### config.mk
export PLATFORM = sky130hd
export DESIGN_NAME = collection_drainer
export DESIGN_NICKNAME = d
export VERILOG_FILES = /design/src/rtl/collection_drainer_pkg.sv /design/src/rtl/drainer_fifo.sv /design/src/rtl/collection_drainer.sv
export SDC_FILE = /design/constraint.sdc
export NUM_CORES = 1
export LEC_CHECK = 0
export ABC_AREA = 0
export CAP_MARGIN = 40
export CORE_ASPECT_RATIO = 0.6
export CORE_MARGIN = 5
export CORE_UTILIZATION = 60
export CTS_CLUSTER_SIZE = 14
export DETAILED_ROUTE_END_ITERATION = 6
export PLACE_DENSITY = 0.79
export SLEW_MARGIN = 20
export SYNTH_ARGS = -nofsm -noshare
export SYNTH_HDL_FRONTEND = slang
export SYNTH_SLANG_ARGS = --single-unit
### constraint.sdc
create_clock -name clk -period 6.64 [get_ports clk]
set_clock_uncertainty 0.15 [all_clocks]
set_input_delay 1.328 -clock clk [delete_from_list [all_inputs] [get_ports clk]]
set_output_delay 1.328 -clock clk [all_outputs]
set_load 0.05 [all_outputs]
### src/rtl/collection_drainer_pkg.sv
// Shared widths, FSM encoding and helpers for the collection drainer.
package collection_drainer_pkg;

  localparam int DEF_ADDR_WIDTH   = 12;
  localparam int DEF_READ_LATENCY = 5;
  localparam int SUM_W            = 38;
  localparam int CNT_W            = 3;
  localparam int TOTAL_W          = 64;

  typedef enum logic [1:0] {
    ST_IDLE,
    ST_ISSUE,
    ST_FLUSH
  } drain_state_t;

  function automatic logic [TOTAL_W-1:0] zext_sum(input logic [SUM_W-1:0] s);
    return {{(TOTAL_W-SUM_W){1'b0}}, s};
  endfunction

endpackage

### src/rtl/drainer_fifo.sv
// First-word-fall-through synchronous FIFO with occupancy count; DEPTH must be a power of two.
module drainer_fifo #(
  parameter int WIDTH = 8,
  parameter int DEPTH = 16
) (
  input  logic                     clk,
  input  logic                     rst,
  input  logic                     push,
  input  logic [WIDTH-1:0]         push_data,
  input  logic                     pop,
  output logic [WIDTH-1:0]         head_data,
  output logic [$clog2(DEPTH):0]   count
);

  localparam int PTR_W = $clog2(DEPTH);

  logic [WIDTH-1:0] mem_q [DEPTH];
  logic [PTR_W-1:0] wr_ptr_q, wr_ptr_d;
  logic [PTR_W-1:0] rd_ptr_q, rd_ptr_d;
  logic [PTR_W:0]   count_q, count_d;

  always_comb begin
    wr_ptr_d = wr_ptr_q;
    rd_ptr_d = rd_ptr_q;
    count_d  = count_q;
    if (push) wr_ptr_d = wr_ptr_q + PTR_W'(1);
    if (pop)  rd_ptr_d = rd_ptr_q + PTR_W'(1);
    case ({push, pop})
      2'b10:   count_d = count_q + (PTR_W+1)'(1);
      2'b01:   count_d = count_q - (PTR_W+1)'(1);
      default: count_d = count_q;
    endcase
  end

  always_ff @(posedge clk) begin
    if (rst) begin
      wr_ptr_q <= '0;
      rd_ptr_q <= '0;
      count_q  <= '0;
    end else begin
      wr_ptr_q <= wr_ptr_d;
      rd_ptr_q <= rd_ptr_d;
      count_q  <= count_d;
    end
  end

  // Storage is pure data; pointers alone define validity.
  always_ff @(posedge clk) begin
    if (push) mem_q[wr_ptr_q] <= push_data;
  end

  assign head_data = mem_q[rd_ptr_q];
  assign count     = count_q;

endmodule

### src/rtl/collection_drainer.sv
// Sweeps every collector address once, realigns the returned data and streams
// one result per address downstream while accumulating sweep totals.
module collection_drainer
  import collection_drainer_pkg::*;
#(
  parameter int ADDR_WIDTH   = DEF_ADDR_WIDTH,
  parameter int READ_LATENCY = DEF_READ_LATENCY,
  parameter int FIFO_DEPTH   = 16
) (
  input  logic                    clk,
  input  logic                    rst,
  input  logic                    start,
  output logic                    busy,
  output logic                    done,
  output logic [ADDR_WIDTH-1:0]   readAddr,
  input  logic [SUM_W-1:0]        summedDataIn,
  input  logic [CNT_W-1:0]        pcoeffCountIn,
  output logic                    outValid,
  input  logic                    outReady,
  output logic [ADDR_WIDTH-1:0]   outAddr,
  output logic [SUM_W-1:0]        outSum,
  output logic [CNT_W-1:0]        outCount,
  output logic [TOTAL_W-1:0]      totalSum,
  output logic [ADDR_WIDTH+2:0]   totalCount
);

  localparam int ENTRY_W = ADDR_WIDTH + SUM_W + CNT_W;
  localparam int FCNT_W  = $clog2(FIFO_DEPTH) + 1;
  localparam int INFL_W  = $clog2(READ_LATENCY + 1);
  localparam int TCNT_W  = ADDR_WIDTH + CNT_W;

  drain_state_t              state_q, state_d;
  logic                      busy_q, busy_d;
  logic                      done_q, done_d;
  logic [ADDR_WIDTH:0]       issue_cnt_q, issue_cnt_d;
  logic [ADDR_WIDTH-1:0]     last_addr_q, last_addr_d;
  logic [READ_LATENCY-1:0]   sr_vld_q, sr_vld_d;
  logic [ADDR_WIDTH-1:0]     sr_addr_q [READ_LATENCY];
  logic [ADDR_WIDTH-1:0]     sr_addr_d [READ_LATENCY];
  logic [INFL_W-1:0]         inflight_q, inflight_d;
  logic [TOTAL_W-1:0]        total_sum_q, total_sum_d;
  logic [TCNT_W-1:0]         total_count_q, total_count_d;

  logic                      credit_ok;
  logic                      issue;
  logic                      push;
  logic                      pop;
  logic                      clr_totals;
  logic [ENTRY_W-1:0]        push_data;
  logic [ENTRY_W-1:0]        head_data;
  logic [FCNT_W-1:0]         fifo_count;
  logic [ADDR_WIDTH-1:0]     read_addr;

  // Credit uses only registered counts, so a same-cycle pop never widens it.
  always_comb begin
    credit_ok = (int'(fifo_count) + int'(inflight_q) + 1) <= FIFO_DEPTH;
    issue     = (state_q == ST_ISSUE) && credit_ok;
    read_addr = issue ? issue_cnt_q[ADDR_WIDTH-1:0] : last_addr_q;
    last_addr_d = read_addr;
  end

  always_comb begin
    sr_vld_d[0]  = issue;
    sr_addr_d[0] = issue_cnt_q[ADDR_WIDTH-1:0];
    for (int i = 1; i < READ_LATENCY; i++) begin
      sr_vld_d[i]  = sr_vld_q[i-1];
      sr_addr_d[i] = sr_addr_q[i-1];
    end
  end

  assign push      = sr_vld_q[READ_LATENCY-1];
  assign push_data = {sr_addr_q[READ_LATENCY-1], summedDataIn, pcoeffCountIn};
  assign pop       = outValid & outReady;

  always_comb begin
    case ({issue, push})
      2'b10:   inflight_d = inflight_q + INFL_W'(1);
      2'b01:   inflight_d = inflight_q - INFL_W'(1);
      default: inflight_d = inflight_q;
    endcase
  end

  always_comb begin
    state_d     = state_q;
    busy_d      = busy_q;
    done_d      = 1'b0;
    issue_cnt_d = issue_cnt_q;
    clr_totals  = 1'b0;
    case (state_q)
      ST_IDLE: begin
        // A start coinciding with the done pulse belongs to the old sweep.
        if (start && !done_q) begin
          state_d     = ST_ISSUE;
          busy_d      = 1'b1;
          issue_cnt_d = '0;
          clr_totals  = 1'b1;
        end
      end
      ST_ISSUE: begin
        if (issue) begin
          issue_cnt_d = issue_cnt_q + (ADDR_WIDTH+1)'(1);
          if (issue_cnt_d[ADDR_WIDTH]) state_d = ST_FLUSH;
        end
      end
      ST_FLUSH: begin
        if (pop && (fifo_count == FCNT_W'(1)) && (inflight_q == '0)) begin
          state_d = ST_IDLE;
          busy_d  = 1'b0;
          done_d  = 1'b1;
        end
      end
      default: begin
        state_d = ST_IDLE;
        busy_d  = 1'b0;
      end
    endcase
  end

  always_comb begin
    total_sum_d   = total_sum_q;
    total_count_d = total_count_q;
    if (clr_totals) begin
      total_sum_d   = '0;
      total_count_d = '0;
    end else if (pop) begin
      total_sum_d   = total_sum_q + zext_sum(outSum);
      total_count_d = total_count_q + TCNT_W'(outCount);
    end
  end

  always_ff @(posedge clk) begin
    if (rst) begin
      state_q       <= ST_IDLE;
      busy_q        <= 1'b0;
      done_q        <= 1'b0;
      issue_cnt_q   <= '0;
      last_addr_q   <= '0;
      sr_vld_q      <= '0;
      inflight_q    <= '0;
      total_sum_q   <= '0;
      total_count_q <= '0;
    end else begin
      state_q       <= state_d;
      busy_q        <= busy_d;
      done_q        <= done_d;
      issue_cnt_q   <= issue_cnt_d;
      last_addr_q   <= last_addr_d;
      sr_vld_q      <= sr_vld_d;
      inflight_q    <= inflight_d;
      total_sum_q   <= total_sum_d;
      total_count_q <= total_count_d;
    end
  end

  always_ff @(posedge clk) begin
    sr_addr_q <= sr_addr_d;
  end

  drainer_fifo #(
    .WIDTH (ENTRY_W),
    .DEPTH (FIFO_DEPTH)
  ) u_fifo (
    .clk       (clk),
    .rst       (rst),
    .push      (push),
    .push_data (push_data),
    .pop       (pop),
    .head_data (head_data),
    .count     (fifo_count)
  );

  assign outValid                     = (fifo_count != '0);
  assign {outAddr, outSum, outCount}  = head_data;
  assign readAddr                     = read_addr;
  assign busy                         = busy_q;
  assign done                         = done_q;
  assign totalSum                     = total_sum_q;
  assign totalCount                   = total_count_q;

endmodule

# Word level (Yosys, flattened, before mapping)
# Memory sizes are Yosys's and may differ from the RTL's. A register that Yosys moved wholly into a read port is not among the register bits.
# Index checks and enable logic that the tools add are counted.
dict set report totals {
  register_bits 189
  mem_bits_rw 848
  inputBits 45
  out_inout_bits 147
  mem_count 1
}
# name words word_bits read_ports rd_ports_with_merged_regs wr line_no
set memory_table {}
lappend memory_table {u_fifo.mem_q 16 53 1 1 1 drainer_fifo.sv:17} ;# logic [WIDTH-1:0] mem_q [DEPTH];
dict set report classes {
  addsub 11
  magnitude_cmp 1
  n_eq_ne 11
  mux 21
  bitwise 3
  n_reduce_logical 16
}
# op n
set ops {}
lappend ops {{$add A64 B38 Y64} 1}
lappend ops {{$mux W13} 2}
lappend ops {{$pmux W13 S2} 1}
lappend ops {{$add A15 B3 Y15} 1}
lappend ops {{$add A13 B1 Y13 const B} 1}
lappend ops {{$mux W12} 1}
lappend ops {{$pmux W5 S2} 1}
lappend ops {{$add A4 B1 Y4 const B} 2}
lappend ops {{$mux W2} 4}
lappend ops {{$mux W4} 2}
lappend ops {{$add A6 B1 Y7 const B} 1}
lappend ops {{$le A7 B5 Y1 const B} 1}
lappend ops {{$mux W1} 7}
lappend ops {{$add A5 B3 Y6} 1}
lappend ops {{$eq A2 B1 Y1 const B} 3}
lappend ops {{$eq A2 B2 Y1 const B} 3}
lappend ops {{$ne A2 B2 Y1 const B} 3}
lappend ops {{$pmux W2 S3} 1}
lappend ops {{$pmux W3 S2} 1}
lappend ops {{$reduce_and A3 Y1} 2}
lappend ops {{$reduce_bool A2 Y1} 3}
lappend ops {{$add A5 B1 Y5 const B} 1}
lappend ops {{$eq A5 B1 Y1 const B} 1}
lappend ops {{$reduce_bool A5 Y1} 1}
lappend ops {{other kinds (13)} 18}

# Longest topological paths before layout
dict set report logic_depth {
  depth_word 6
  depth_mapped 17
}

# By module
# From an unflattened synthesis, not the netlist that was laid out.
dict set report unflattened {
  hier_cells 2316
  area_unflattened_um2 40685.3
}
# mod n_inst cells_per_inst area_per_inst_um2 seq_area_each_um2
set modules_own_cells {}
lappend modules_own_cells {drainer_fifo 1 1401 32567.5 25804.7}
lappend modules_own_cells {collection_drainer 1 915 8117.8 3523.4}

# Worst setup path after synthesis
# OpenSTA, ideal clock, no wires.
dict set report synth_path {
  kind {register to register}
  from {reg (tool-made name)}
  to {reg total_sum_q[45], in the netlist totalSum[45]}
  setup_time_ps 115
  t_arrival_ps 4714
  required_time_ps 6375
  path_slack_ps 1662
  stages_incl_launch_ff 17
  cell_sequence {dfxtp_1 -> clkbuf_1 -> clkbuf_1 -> buf_1 -> mux4_2 -> mux4_2 -> ha_1 -> a21oi_1 -> o211ai_2 -> a22oi_2 -> a31oi_4 -> a31o_4 -> a211oi_4 -> buf_6 -> buf_6 -> nor3_1 -> o21a_1}
}
# item line_no
set synth_rtl {}
lappend synth_rtl {{to (signal assigned)} collection_drainer.sv:150} ;# total_sum_q <= total_sum_d;
lappend synth_rtl {{to (decl)} collection_drainer.sv:41} ;# logic [TOTAL_W-1:0] total_sum_q, total_sum_d;

# Worst setup path after layout
dict set report layout_path {
  from {reg u_fifo.count_q[0], in the netlist u_fifo.count[0]}
  to {out readAddr[3]}
}
dict set report layout_between {
  elab_chain_cells 5
}
# item line_no
set layout_rtl {}
lappend layout_rtl {{from (decl)} drainer_fifo.sv:20} ;# logic [PTR_W:0] count_q, count_d;
lappend layout_rtl {{from (signal assigned)} drainer_fifo.sv:43} ;# count_q <= count_d;
lappend layout_rtl {{$add A5 B3 Y6} collection_drainer.sv:56} ;# credit_ok = (int'(fifo_count) + int'(inflight_q) + 1) <= FIFO_DEPTH;
lappend layout_rtl {{$add A6 B1 Y7} collection_drainer.sv:56}
lappend layout_rtl {{$le A7 B5 Y1} collection_drainer.sv:56}
lappend layout_rtl {{$logic_and A1 B1 Y1} collection_drainer.sv:57} ;# issue = (state_q == ST_ISSUE) && credit_ok;
lappend layout_rtl {{$mux W12} collection_drainer.sv:58} ;# read_addr = issue ? issue_cnt_q[ADDR_WIDTH-1:0] : last_addr_q;
lappend layout_rtl {{to (decl)} collection_drainer.sv:15} ;# output logic [ADDR_WIDTH-1:0] readAddr,
# No other way between the ends.

==> metrics.csv <==
metric,value,unit
Worst R2R Setup Slack,1.56,ns
Worst Path Required,5.16,ns
largest net degree at the start of global routing,69,
fin area,0.0471,sq mm
data arrival time of the critical path,4.37,ns
Root Driver,clkbuf_16,
"slowest stage delay, CP",0.71,ns
leakage,15.1,nW
relative slew slack,45.8,%
DRT Pass-1 Iters,6,
main flop type after synthesis,edfxtp_1,
Placer Congestion,0.899,
fin util,69.5,%
Clock Path Buffers,3,
Critical Path End Type,output port,
initial antenna violation count,8,
post-synth net total,2322,
"Buf+Inv Stages, Crit Path",2,
Vias/cell,6.50,
initial core utilization,60.4,%
Skew-Pair Late Insertion Delay,0.66,ns
Seq pwr share,47.1,%
PwrDens,325,mW/mm^2
XOR/XNOR Fraction of Synth Area,1.26,%
placed cell areas,0.0443,sq mm
Syn Area/Cell,18.4,sq um
Vias,22300,
post-synthesis async set-or-reset flop share,0,%
Gate power share,19.9,%
Final ANT Viol Nets,0,
RSZ-0062 raised after global routing,no,
drt first-iter violations,2676,
synthesized area,0.0409,sq mm
synthesized-area fraction occupied by adder cells,1.83,%
Max Clk Rate,0.171,GHz
Synth cell types,78,
worst hold path startpoint,sr_addr_d[36],
VDD IR max,0.225,mV
"Reg clk slew, reported paths",0.06,ns
largest family of logic cells by synthesized area,multiplexers,
Worst Tran Pin Value,0.813,ns
number of synthesized flops with an enable pin,848,
placed wire-length estimate,61900,um
clk sink count,1041,
Critical Path Source Type,register,
Compound-Gate Fraction of Synth Area,4.01,%
cell family with most CP delay,compound AO/OA/AOI/OAI gates,
vias in the first global route,22500,
CORE AREA,0.0678,sq mm
#FFs+latches synth,1041,
PostCTS Resize Cnt,0,
CTS tree,built,
first-pass GRT wire length,148000,um
CP max stage cell,clkdlybuf4s50_1,
"area leader, netlist",edfxtp_1,
remaining global-route overflow,0,
die footprint,0.0737,sq mm
Yosys Warn Count,0,
"Hold Vio Cnt, Final",0,
share of cells above drive strength 1,19.3,%
"most common cell after layout, fill and taps aside",edfxtp_1,
die width,347,um
Crit. Startpoint,u_fifo.count[0],
"top cells by area, synth","edfxtp_1, mux4_2, dfxtp_1",
Final Net Count,2553,
CTS H-tree depth,3,
setup TNS,0,ns
minimum hold slack,0.176,ns
Net Switching,0.00416,W
area grow syn2layout,15.2,%
Setup Viol. Count Final,0,
drt wl/cell,29.5,um
DIE HEIGHT,212,um
Post-Syn Instances,2219,
Tot GR Track Use,27.5,%
# fillers,4167,
row count,74,
Post-Synth Simple-Gate Area,4.87,%
number of port buffers,191,
IO Count,192,
crit-path max FO,16,
max cap viols,0,
Setup Buffers After CTS,0,
multiplexer share of the synthesized area,15.1,%
Tmin final,5.84,ns
Residual DRC,0,
Setup WS post-layout,0.797,ns
final wirelength,101000,um
clock power share,33.1,%
Num CTS Buffers,90,
"commonest cells after routing, fill and taps aside","edfxtp_1, mux4_2, clkdlybuf4s50_1",
WS Path Type,reg -> out,
CP cell instances,"inv_1, ha_1, nand3b_1, a21boi_1, o21bai_1, a21oi_1, o21ai_1, or2_1, mux2_2, clkdlybuf4s50_1",
# hold bufs at CTS,0,
internal power,0.0111,W
fin crit share,88.0,%
HP Class,reg -> reg,
register area share after synthesis,71.7,%
status,finished clean,
dpl ws,1.46,ns
max-slew violations,0,
Sw Share,27.2,%
share of the synthesized area in the top cell type,62.2,%
[state kept, by name, summed over array words and instances, names as in the netlist, named ones only]
register	count
inflight_q	3
u_fifo.mem_q	848
sr_addr_d	48
totalSum	64
last_addr_q	12
u_fifo.rd_ptr_q	4
state_q	2
u_fifo.count	5
u_fifo.wr_ptr_q	4
push_data	12
sr_vld_q	5
issue_cnt_q	13
busy	1
totalCount	15
done	1
[path summary, 6_finish.rpt]
| check | endpoint | cells past startpoint |
|---|---|---|
| setup / recovery | readAddr[3] | 10 |
| hold / removal | sr_addr_d[24] | 0 |
| setup reg to reg | totalSum[46] | 12 |
| hold reg to reg | sr_addr_d[24] | 0 |
[metal layers]
layer,vias up,global-route usage [%],share of wire [%]
li1,9398,-,-
met1,11600,39.0,39
met2,1186,42.8,47
met3,173,7.63,10
met4,14,8.23,2.9
met5,-,0,0.090
[final cells by class]
type | count | area (sq um) | share of cell area [%]
flip-flops and latches | 1041 | 29300 | 62.3
multi-input cells | 1046 | 11100 | 23.5
repair buffers | 246 | 2670 | 5.66
clock buffers | 143 | 2580 | 5.47
well taps | 912 | 1140 | 2.42
clock inverters | 22 | 214 | 0.454
inverters | 25 | 93.8 | 0.199
diodes | 2 | 5.00 | 0.0106
[metrics by stage]
| stage | power [W] | std cells |
|---|---|---|
| after global placement | 0.0103 | 3253 |
| final | 0.0153 | 3437 |
| after floorplan | 0.00946 | 2219 |
| after detailed placement | 0.0103 | 3268 |
| after global routing | 0.0159 | 3436 |
| after CTS | 0.0154 | 3433 |
[cells by family after synthesis]
kind of cell             after synthesis
AND/OR/NAND/NOR                      396
AO/OA/AOI/OAI                        250
flip-flops                          1041
multiplexers                         283
XOR/XNOR                              59
adder cells (fa/ha/maj)               58
buffers and inverters                132
[synth_stat cells (all sizes together) (5+ instances only)]
master    n
a211oi   15
a21o     14
a21oi    98
a31oi     9
and2     18
and3     16
buf      39
clkbuf   68
dfxtp   193
edfxtp  848
ha       55
inv      25
mux2     13
mux2i     5
mux4    265
nand2   120
nand2b    7
nand3    37
nand3b    9
nand4    14
nor2     89
nor2b    23
nor3     14
o211ai   11
o21a     10
o21ai    36
o21bai    6
o31ai    14
o41ai     6
or3      14
or4      14
xnor2    27
xor2     32
[power groups by stage]
stage,Sequential (W),Clock [W],Combinational (W)
2_1_floorplan,0.00740,0,0.00206
3_3_place_gp,0.00733,0,0.00296
3_5_place_dp,0.00734,0,0.00301
4_1_cts,0.00720,0.00513,0.00304
5_1_grt,0.00721,0.00542,0.00324
6_report,0.00720,0.00506,0.00304
No activity file was read; power rests on OpenSTA's default activity.
